<file path="config.mk">
export PLATFORM = sky130hd
export DESIGN_NAME = config_scheduler
export DESIGN_NICKNAME = d
export VERILOG_FILES = /design/src/rtl/config_sched_pkg.sv /design/src/rtl/rr_arbiter2.sv /design/src/rtl/config_scheduler.sv
export SDC_FILE = /design/constraint.sdc
export NUM_CORES = 1
export LEC_CHECK = 0
export CORE_ASPECT_RATIO = 1.5
export CORE_UTILIZATION = 54
export DETAILED_ROUTE_END_ITERATION = 8
export HOLD_SLACK_MARGIN = 0.03
export PLACE_DENSITY = 0.88
export SETUP_SLACK_MARGIN = 0.05
export SYNTH_ARGS = -nofsm -noshare
export SYNTH_HDL_FRONTEND = slang
export SYNTH_SLANG_ARGS = --single-unit
</file>
<file path="constraint.sdc">
create_clock -name clk_i -period 5.2 [get_ports clk_i]
set_input_delay 1.04 -clock clk_i [delete_from_list [all_inputs] [get_ports clk_i]]
set_output_delay 1.04 -clock clk_i [all_outputs]
set_load 0.01 [all_outputs]
</file>
<file path="src/rtl/config_sched_pkg.sv">
// Shared types, defaults and register-bank helpers for the frame-synchronous
// configuration scheduler.
package config_sched_pkg;

  localparam int unsigned ADDR_W   = 3;
  localparam int unsigned DATA_W   = 8;
  localparam int unsigned COLOR_W  = 6;
  localparam int unsigned POS_W    = 8;
  localparam int unsigned MISC_W   = 5;
  localparam int unsigned NUM_REGS = 7;

  localparam logic [COLOR_W-1:0] COLOR1_DEFAULT   = 6'b110001;
  localparam logic [COLOR_W-1:0] COLOR2_DEFAULT   = 6'b010101;
  localparam logic [COLOR_W-1:0] COLOR3_DEFAULT   = 6'b001100;
  localparam logic [COLOR_W-1:0] COLOR4_DEFAULT   = 6'b101100;
  localparam logic [POS_W-1:0]   SPRITE_X_DEFAULT = 8'd0;
  localparam logic [POS_W-1:0]   SPRITE_Y_DEFAULT = 8'd0;
  localparam logic [MISC_W-1:0]  MISC_DEFAULT     = 5'b00110;

  typedef enum logic [ADDR_W-1:0] {
    ADDR_COLOR1   = 3'd0,
    ADDR_COLOR2   = 3'd1,
    ADDR_COLOR3   = 3'd2,
    ADDR_COLOR4   = 3'd3,
    ADDR_SPRITE_X = 3'd4,
    ADDR_SPRITE_Y = 3'd5,
    ADDR_MISC     = 3'd6,
    ADDR_CTRL     = 3'd7
  } cfg_addr_e;

  typedef enum logic [1:0] {
    IDLE   = 2'd0,
    ARMED  = 2'd1,
    COMMIT = 2'd2
  } sched_state_e;

  // One full configuration bank; used for both shadow and active copies.
  typedef struct packed {
    logic [COLOR_W-1:0] color1;
    logic [COLOR_W-1:0] color2;
    logic [COLOR_W-1:0] color3;
    logic [COLOR_W-1:0] color4;
    logic [POS_W-1:0]   sprite_x;
    logic [POS_W-1:0]   sprite_y;
    logic [MISC_W-1:0]  misc;
  } cfg_regs_t;

  localparam cfg_regs_t CFG_DEFAULT = '{
    color1:   COLOR1_DEFAULT,
    color2:   COLOR2_DEFAULT,
    color3:   COLOR3_DEFAULT,
    color4:   COLOR4_DEFAULT,
    sprite_x: SPRITE_X_DEFAULT,
    sprite_y: SPRITE_Y_DEFAULT,
    misc:     MISC_DEFAULT
  };

  // Apply one register write to a bank; unused data bits are dropped.
  function automatic cfg_regs_t cfg_write(input cfg_regs_t regs,
                                          input cfg_addr_e addr,
                                          input logic [DATA_W-1:0] data);
    cfg_regs_t res;
    res = regs;
    case (addr)
      ADDR_COLOR1:   res.color1   = data[COLOR_W-1:0];
      ADDR_COLOR2:   res.color2   = data[COLOR_W-1:0];
      ADDR_COLOR3:   res.color3   = data[COLOR_W-1:0];
      ADDR_COLOR4:   res.color4   = data[COLOR_W-1:0];
      ADDR_SPRITE_X: res.sprite_x = data[POS_W-1:0];
      ADDR_SPRITE_Y: res.sprite_y = data[POS_W-1:0];
      ADDR_MISC:     res.misc     = data[MISC_W-1:0];
      default:       res          = regs;
    endcase
    return res;
  endfunction

  // Copy only the dirty fields of the shadow bank over the active bank.
  function automatic cfg_regs_t cfg_merge(input cfg_regs_t active,
                                          input cfg_regs_t shadow,
                                          input logic [NUM_REGS-1:0] dirty);
    cfg_regs_t res;
    res = active;
    if (dirty[ADDR_COLOR1])   res.color1   = shadow.color1;
    if (dirty[ADDR_COLOR2])   res.color2   = shadow.color2;
    if (dirty[ADDR_COLOR3])   res.color3   = shadow.color3;
    if (dirty[ADDR_COLOR4])   res.color4   = shadow.color4;
    if (dirty[ADDR_SPRITE_X]) res.sprite_x = shadow.sprite_x;
    if (dirty[ADDR_SPRITE_Y]) res.sprite_y = shadow.sprite_y;
    if (dirty[ADDR_MISC])     res.misc     = shadow.misc;
    return res;
  endfunction

  // Dirty-mask bit for a data register; the control address has none.
  function automatic logic [NUM_REGS-1:0] addr_onehot(input cfg_addr_e addr);
    logic [NUM_REGS-1:0] res;
    res = '0;
    if (addr != ADDR_CTRL) res = NUM_REGS'(1) << addr;
    return res;
  endfunction

endpackage

</file>
<file path="src/rtl/rr_arbiter2.sv">
// Two-requester round-robin arbiter; a 1-bit pointer records who lost the
// last contested cycle so that requester wins the next contest.
module rr_arbiter2 (
  input  logic clk_i,
  input  logic rst_ni,
  input  logic en_i,
  input  logic req_a_i,
  input  logic req_b_i,
  output logic gnt_a_c,
  output logic gnt_b_c
);

  logic prio_b_q;
  logic contest_c;

  always_comb begin
    contest_c = en_i && req_a_i && req_b_i;
    gnt_a_c   = en_i && req_a_i && (!req_b_i || !prio_b_q);
    gnt_b_c   = en_i && req_b_i && (!req_a_i ||  prio_b_q);
  end

  // Only contested cycles move the pointer; the winner loses priority.
  always_ff @(posedge clk_i) begin
    if (!rst_ni) begin
      prio_b_q <= 1'b0;
    end else if (contest_c) begin
      prio_b_q <= gnt_a_c;
    end
  end

endmodule

</file>
<file path="src/rtl/config_scheduler.sv">
// Frame-synchronous configuration controller: arbitrates writes from two
// requesters into a shadow bank and commits dirty fields at frame boundaries.
module config_scheduler
  import config_sched_pkg::*;
(
  input  logic                clk_i,
  input  logic                rst_ni,
  input  logic                next_frame,
  input  logic                a_valid_i,
  output logic                a_ready_o,
  input  logic [ADDR_W-1:0]   a_addr_i,
  input  logic [DATA_W-1:0]   a_data_i,
  input  logic                b_valid_i,
  output logic                b_ready_o,
  input  logic [ADDR_W-1:0]   b_addr_i,
  input  logic [DATA_W-1:0]   b_data_i,
  output logic [COLOR_W-1:0]  color1_o,
  output logic [COLOR_W-1:0]  color2_o,
  output logic [COLOR_W-1:0]  color3_o,
  output logic [COLOR_W-1:0]  color4_o,
  output logic [POS_W-1:0]    sprite_x_o,
  output logic [POS_W-1:0]    sprite_y_o,
  output logic [MISC_W-1:0]   misc_o,
  output logic                pending_o,
  output logic                frozen_o,
  output logic                commit_o
);

  sched_state_e        state_q, state_d;
  cfg_regs_t           shadow_q, active_q;
  logic [NUM_REGS-1:0] dirty_q;
  logic                freeze_q;
  logic                commit_q;
  logic                pending_q;

  logic                arb_en_c;
  logic                gnt_a_c, gnt_b_c;
  logic                wr_en_c;
  cfg_addr_e           wr_addr_c;
  logic [DATA_W-1:0]   wr_data_c;
  logic                reg_wr_c;
  logic                ctrl_wr_c;

  // No write may land during the commit cycle or while reset is asserted.
  assign arb_en_c = rst_ni && (state_q != COMMIT);

  rr_arbiter2 u_arb (
    .clk_i   (clk_i),
    .rst_ni  (rst_ni),
    .en_i    (arb_en_c),
    .req_a_i (a_valid_i),
    .req_b_i (b_valid_i),
    .gnt_a_c (gnt_a_c),
    .gnt_b_c (gnt_b_c)
  );

  assign a_ready_o = gnt_a_c;
  assign b_ready_o = gnt_b_c;

  // Select the accepted write and classify it.
  always_comb begin
    wr_en_c   = gnt_a_c || gnt_b_c;
    wr_addr_c = cfg_addr_e'(gnt_b_c ? b_addr_i : a_addr_i);
    wr_data_c = gnt_b_c ? b_data_i : a_data_i;
    reg_wr_c  = wr_en_c && (wr_addr_c != ADDR_CTRL);
    ctrl_wr_c = wr_en_c && (wr_addr_c == ADDR_CTRL);
  end

  always_ff @(posedge clk_i) begin
    if (!rst_ni) begin
      state_q <= IDLE;
    end else begin
      state_q <= state_d;
    end
  end

  // Next-state logic; freeze holds ARMED across frame pulses.
  always_comb begin
    state_d = state_q;
    unique case (state_q)
      IDLE:    if (reg_wr_c) state_d = ARMED;
      ARMED:   if (next_frame && !freeze_q) state_d = COMMIT;
      COMMIT:  state_d = IDLE;
      default: state_d = IDLE;
    endcase
  end

  // Shadow/active banks, dirty mask, freeze and status flags.
  always_ff @(posedge clk_i) begin
    if (!rst_ni) begin
      shadow_q  <= CFG_DEFAULT;
      active_q  <= CFG_DEFAULT;
      dirty_q   <= '0;
      freeze_q  <= 1'b0;
      commit_q  <= 1'b0;
      pending_q <= 1'b0;
    end else begin
      commit_q  <= (state_q == COMMIT);
      pending_q <= (state_d != IDLE);
      if (state_q == COMMIT) begin
        active_q <= cfg_merge(active_q, shadow_q, dirty_q);
        dirty_q  <= '0;
      end else if (reg_wr_c) begin
        shadow_q <= cfg_write(shadow_q, wr_addr_c, wr_data_c);
        dirty_q  <= dirty_q | addr_onehot(wr_addr_c);
      end
      if (ctrl_wr_c) begin
        freeze_q <= wr_data_c[0];
      end
    end
  end

  assign color1_o   = active_q.color1;
  assign color2_o   = active_q.color2;
  assign color3_o   = active_q.color3;
  assign color4_o   = active_q.color4;
  assign sprite_x_o = active_q.sprite_x;
  assign sprite_y_o = active_q.sprite_y;
  assign misc_o     = active_q.misc;
  assign pending_o  = pending_q;
  assign frozen_o   = freeze_q;
  assign commit_o   = commit_q;

endmodule

</file>
==> flow_metrics.env <==
export IMPL_layout_nets=540
export IMPL_cp_required_ps=4160
export IMPL_port_buffer_count=76
export IMPL_syn_inst_count=450
export IMPL_sw_frac_of_total_pct=24.54
export IMPL_power_density_nw_per_um2=278.7
export IMPL_initial_standard_cell_utilization_of_the_core_pct=56.01
export IMPL_drtAntennaViolNets=0
export IMPL_finalSetupViolations=0
export IMPL_synth_most_common_cell="dfxtp_1"
export IMPL_synth_cell_area_sq_um=4048
export IMPL_power_leakage_nw=1.946
export IMPL_antenna_diode_count=0
export IMPL_area_growth_synth_to_final_pct=23.59
export IMPL_antenna_found_initial=0
export IMPL_dr_wl_met2_mm=4.769
export IMPL_gp_routability_congestion=0.8232
export IMPL_pin_count_of_the_biggest_net_entering_global_routing=52
export IMPL_fp_dieArea_sq_um=7853
export IMPL_core_area_sq_um=7227
export IMPL_power_share_sequential_pct=58.5
export IMPL_clockBufferDepth=2
export IMPL_row_count=38
export IMPL_report_final_hold_viol_count=0
export IMPL_clock_tree_from_tritoncts="yes"
export IMPL_ys_seq_area_share_pct=50.94
export IMPL_ioPinCount=77
export IMPL_die_width_um=72.69
export IMPL_count_of_flip_flops_with_a_built_in_enable_after_synthesis=0
export IMPL_numClockSinks=103
export IMPL_timing_critical_path_to_type="output pin"
export IMPL_cts_reportedPaths_clkPinSlew_ps=100
export IMPL_setup_tns_ps=0
export IMPL_cap_viol_max_count=0
export IMPL_drt_initial_drc_count=210
export IMPL_viasPerCell=5.474
export IMPL_finalWorstPathRequiredPeriod_ps=3633
export IMPL_startpoint_type="input pin"
export IMPL_power_net_switching_w=0.0003421
export IMPL_run_status="complete, no violations"
export IMPL_grt_first_pass_wirelength_mm=14.55
export IMPL_overall_track_demand_over_capacity_in_global_routing_pct=24.13
export IMPL_max_freq_ghz=0.2753
export IMPL_cts_resized_gates=0
export IMPL_synth_lib_cells_used_distinct=37
export IMPL_synth_seq_cells=103
export IMPL_cts_hold_buffers=0
export IMPL_source_to_sink_clock_delay_at_the_later_pin_of_the_worst_skew_pair_ps=370
export IMPL_die_height_um=108.0
export IMPL_worst_endpoint_arrival_ps=2590
export IMPL_synthTopCellsByCount="dfxtp_1 (103), nand2_1 (95), nand3_1 (61)"
export IMPL_relSlewSlack_pct=36.65
export IMPL_detail_route_wl_per_cell_um=14.63
export IMPL_finalCoreUtilization_pct=69.22
export IMPL_maxUsedRoutingLayer="met4"
export IMPL_totalWireLength_mm=9.044
export IMPL_timing_clock_skew_ps=6.260
export IMPL_grt_overflow=0
export IMPL_synth_top_cell_by_area="dfxtp_1"
export IMPL_cts_made_buffers=9
export IMPL_fillCellCount=566
export IMPL_detailroute_wirelength_met3_um=396
export IMPL_instances_no_fill=618
export IMPL_postSynthNetCount=477
export IMPL_yosys_area_top_type_share_pct=50.94
export IMPL_clock_power_share_pct=33.2
export IMPL_slew_violations=0
export IMPL_async_flop_share_pct=0
export IMPL_post_cts_buffers=0
export IMPL_timing_worst_setup_path_type="input pin to output pin"
export IMPL_dp_hpwl_mm=6.146
export IMPL_detailedRoute_firstPassIterationCount=4
export IMPL_transition_at_the_pin_with_the_smallest_max_transition_slack_ps=943.9
export IMPL_wirelength_met1_mm=3.735
export IMPL_drc_errors=0
export IMPL_critPathMaxFanout=27
export IMPL_netlist_top_cells_area="dfxtp_1 (51%), mux2i_1 (11%), nand2_1 (8.8%), nand3_1 (7.5%), a21oi_1 (5.2%)"
export IMPL_postSynth_topFlopCell="dfxtp_1"
export IMPL_combinationalPowerShare_pct=8.3
export IMPL_dr_total_vias=3383
export IMPL_layout_worst_path_cycle_share_pct=69.86
export IMPL_share_of_final_layout_standard_cells_stronger_than_drive_strength_1_pct=7.722
export IMPL_yosys_warning_total=0
export IMPL_rsz_0062_raised_after_global_routing="no"
export IMPL_h_tree_depth=3
export IMPL_hp_class="flop to flop"
export IMPL_post_synth_cell_area_avg_sq_um=8.995
export IMPL_numPlacedInstances=602
export IMPL_clock_tree_root_buffer_cell="clkbuf_8"
export IMPL_cell_internal_pwr_w=0.001052
export IMPL_first_global_vias=3127
export IMPL_worst_ir_drop_vdd_mv=0.2018
[state kept, by name, indices dropped and copies added (netlist names), 2 cells and up]
register,count
shadow_q,45
sprite_x_o,8
sprite_y_o,8
dirty_q,7
color1_o,6
color2_o,6
color3_o,6
color4_o,6
misc_o,5
state_q,2
[per-stage QoR]
step / worst slack [ps] / hold slack, ps / cell area [sq um] / power [W]
after detailed placement: 1603 / 447.0 / 4820 / 0.0009483
final: 1567 / 456.8 / 5002 / 0.001394
after floorplan: 2461 / 435.0 / 4048 / 0.0009012
after global placement: 1643 / 443.3 / 4820 / 0.0009449
after global routing: 1462 / 476.0 / 5002 / 0.001442
after CTS: 1595 / 460.4 / 5002 / 0.001400
[metal layers]
layer	up-vias	track usage, %
met1	1605	29.19
met5	-	0
met2	95	41.66
li1	1673	-
met3	10	5.033
met4	0	8.964
[critical path, cell delays in order]
cell and delay, ps:
buf_2 420, nand2_1 280, a211oi_1 270, clkdlybuf4s50_1 580
[worst paths after layout]
check             slack [ps]  depth (start not counted)                      from                  endpoint
setup / recovery        1570                          4                    rst_ni                 a_ready_o
hold reg to reg          460                          2  color1_o[2]$_SDFFE_PN0P_  color1_o[2]$_SDFFE_PN0P_
hold / removal           460                          2  color1_o[2]$_SDFFE_PN0P_  color1_o[2]$_SDFFE_PN0P_
setup reg to reg        2770                          5     state_q[0]$_SDFF_PN0_  shadow_q[9]$_SDFFE_PN0P_
[layout make-up]
class,count,area [sq um],area share [%]
tap,100,125.1,2.501
multi-input combinational,314,1832,36.62
clock buffer,11,151.4,3.027
timing repair buffer,79,778.2,15.56
sequential,103,2062,41.22
inverter,6,22.52,0.4502
clock inverter,5,31.28,0.6253
[power groups by stage]
stage | combinational (W) | clock (W) | sequential, W
detailed placement | 0.000115 | 0 | 0.000833
floorplan | 0.0000722 | 0 | 0.000829
global placement | 0.000112 | 0 | 0.000833
global route | 0.000125 | 0.000499 | 0.000818
finish | 0.000116 | 0.000463 | 0.000815
CTS | 0.000116 | 0.000470 | 0.000815
[cells in the final DEF, fill, tap and decap left out, types with 5 or more instances in the layout]
| cell | n |
|---|---|
| nand2_1 | 95 |
| mux2_2 | 8 |
| clkbuf_8 | 11 |
| dfxtp_1 | 103 |
| inv_1 | 5 |
| a21oi_1 | 42 |
| clkdlybuf4s50_1 | 75 |
| nand3_1 | 61 |
| nor3_1 | 9 |
| nor2_1 | 16 |
| mux2i_1 | 43 |
[cells by family after synthesis]
kind of cell           synth area share [%]
AO/OA/AOI/OAI                         8.903
XOR/XNOR                             0.2164
buffers and inverters                 3.802
flip-flops                            50.94
multiplexers                          13.54
AND/OR/NAND/NOR                       22.60
Note: power is estimated with default switching activity, not from simulation.
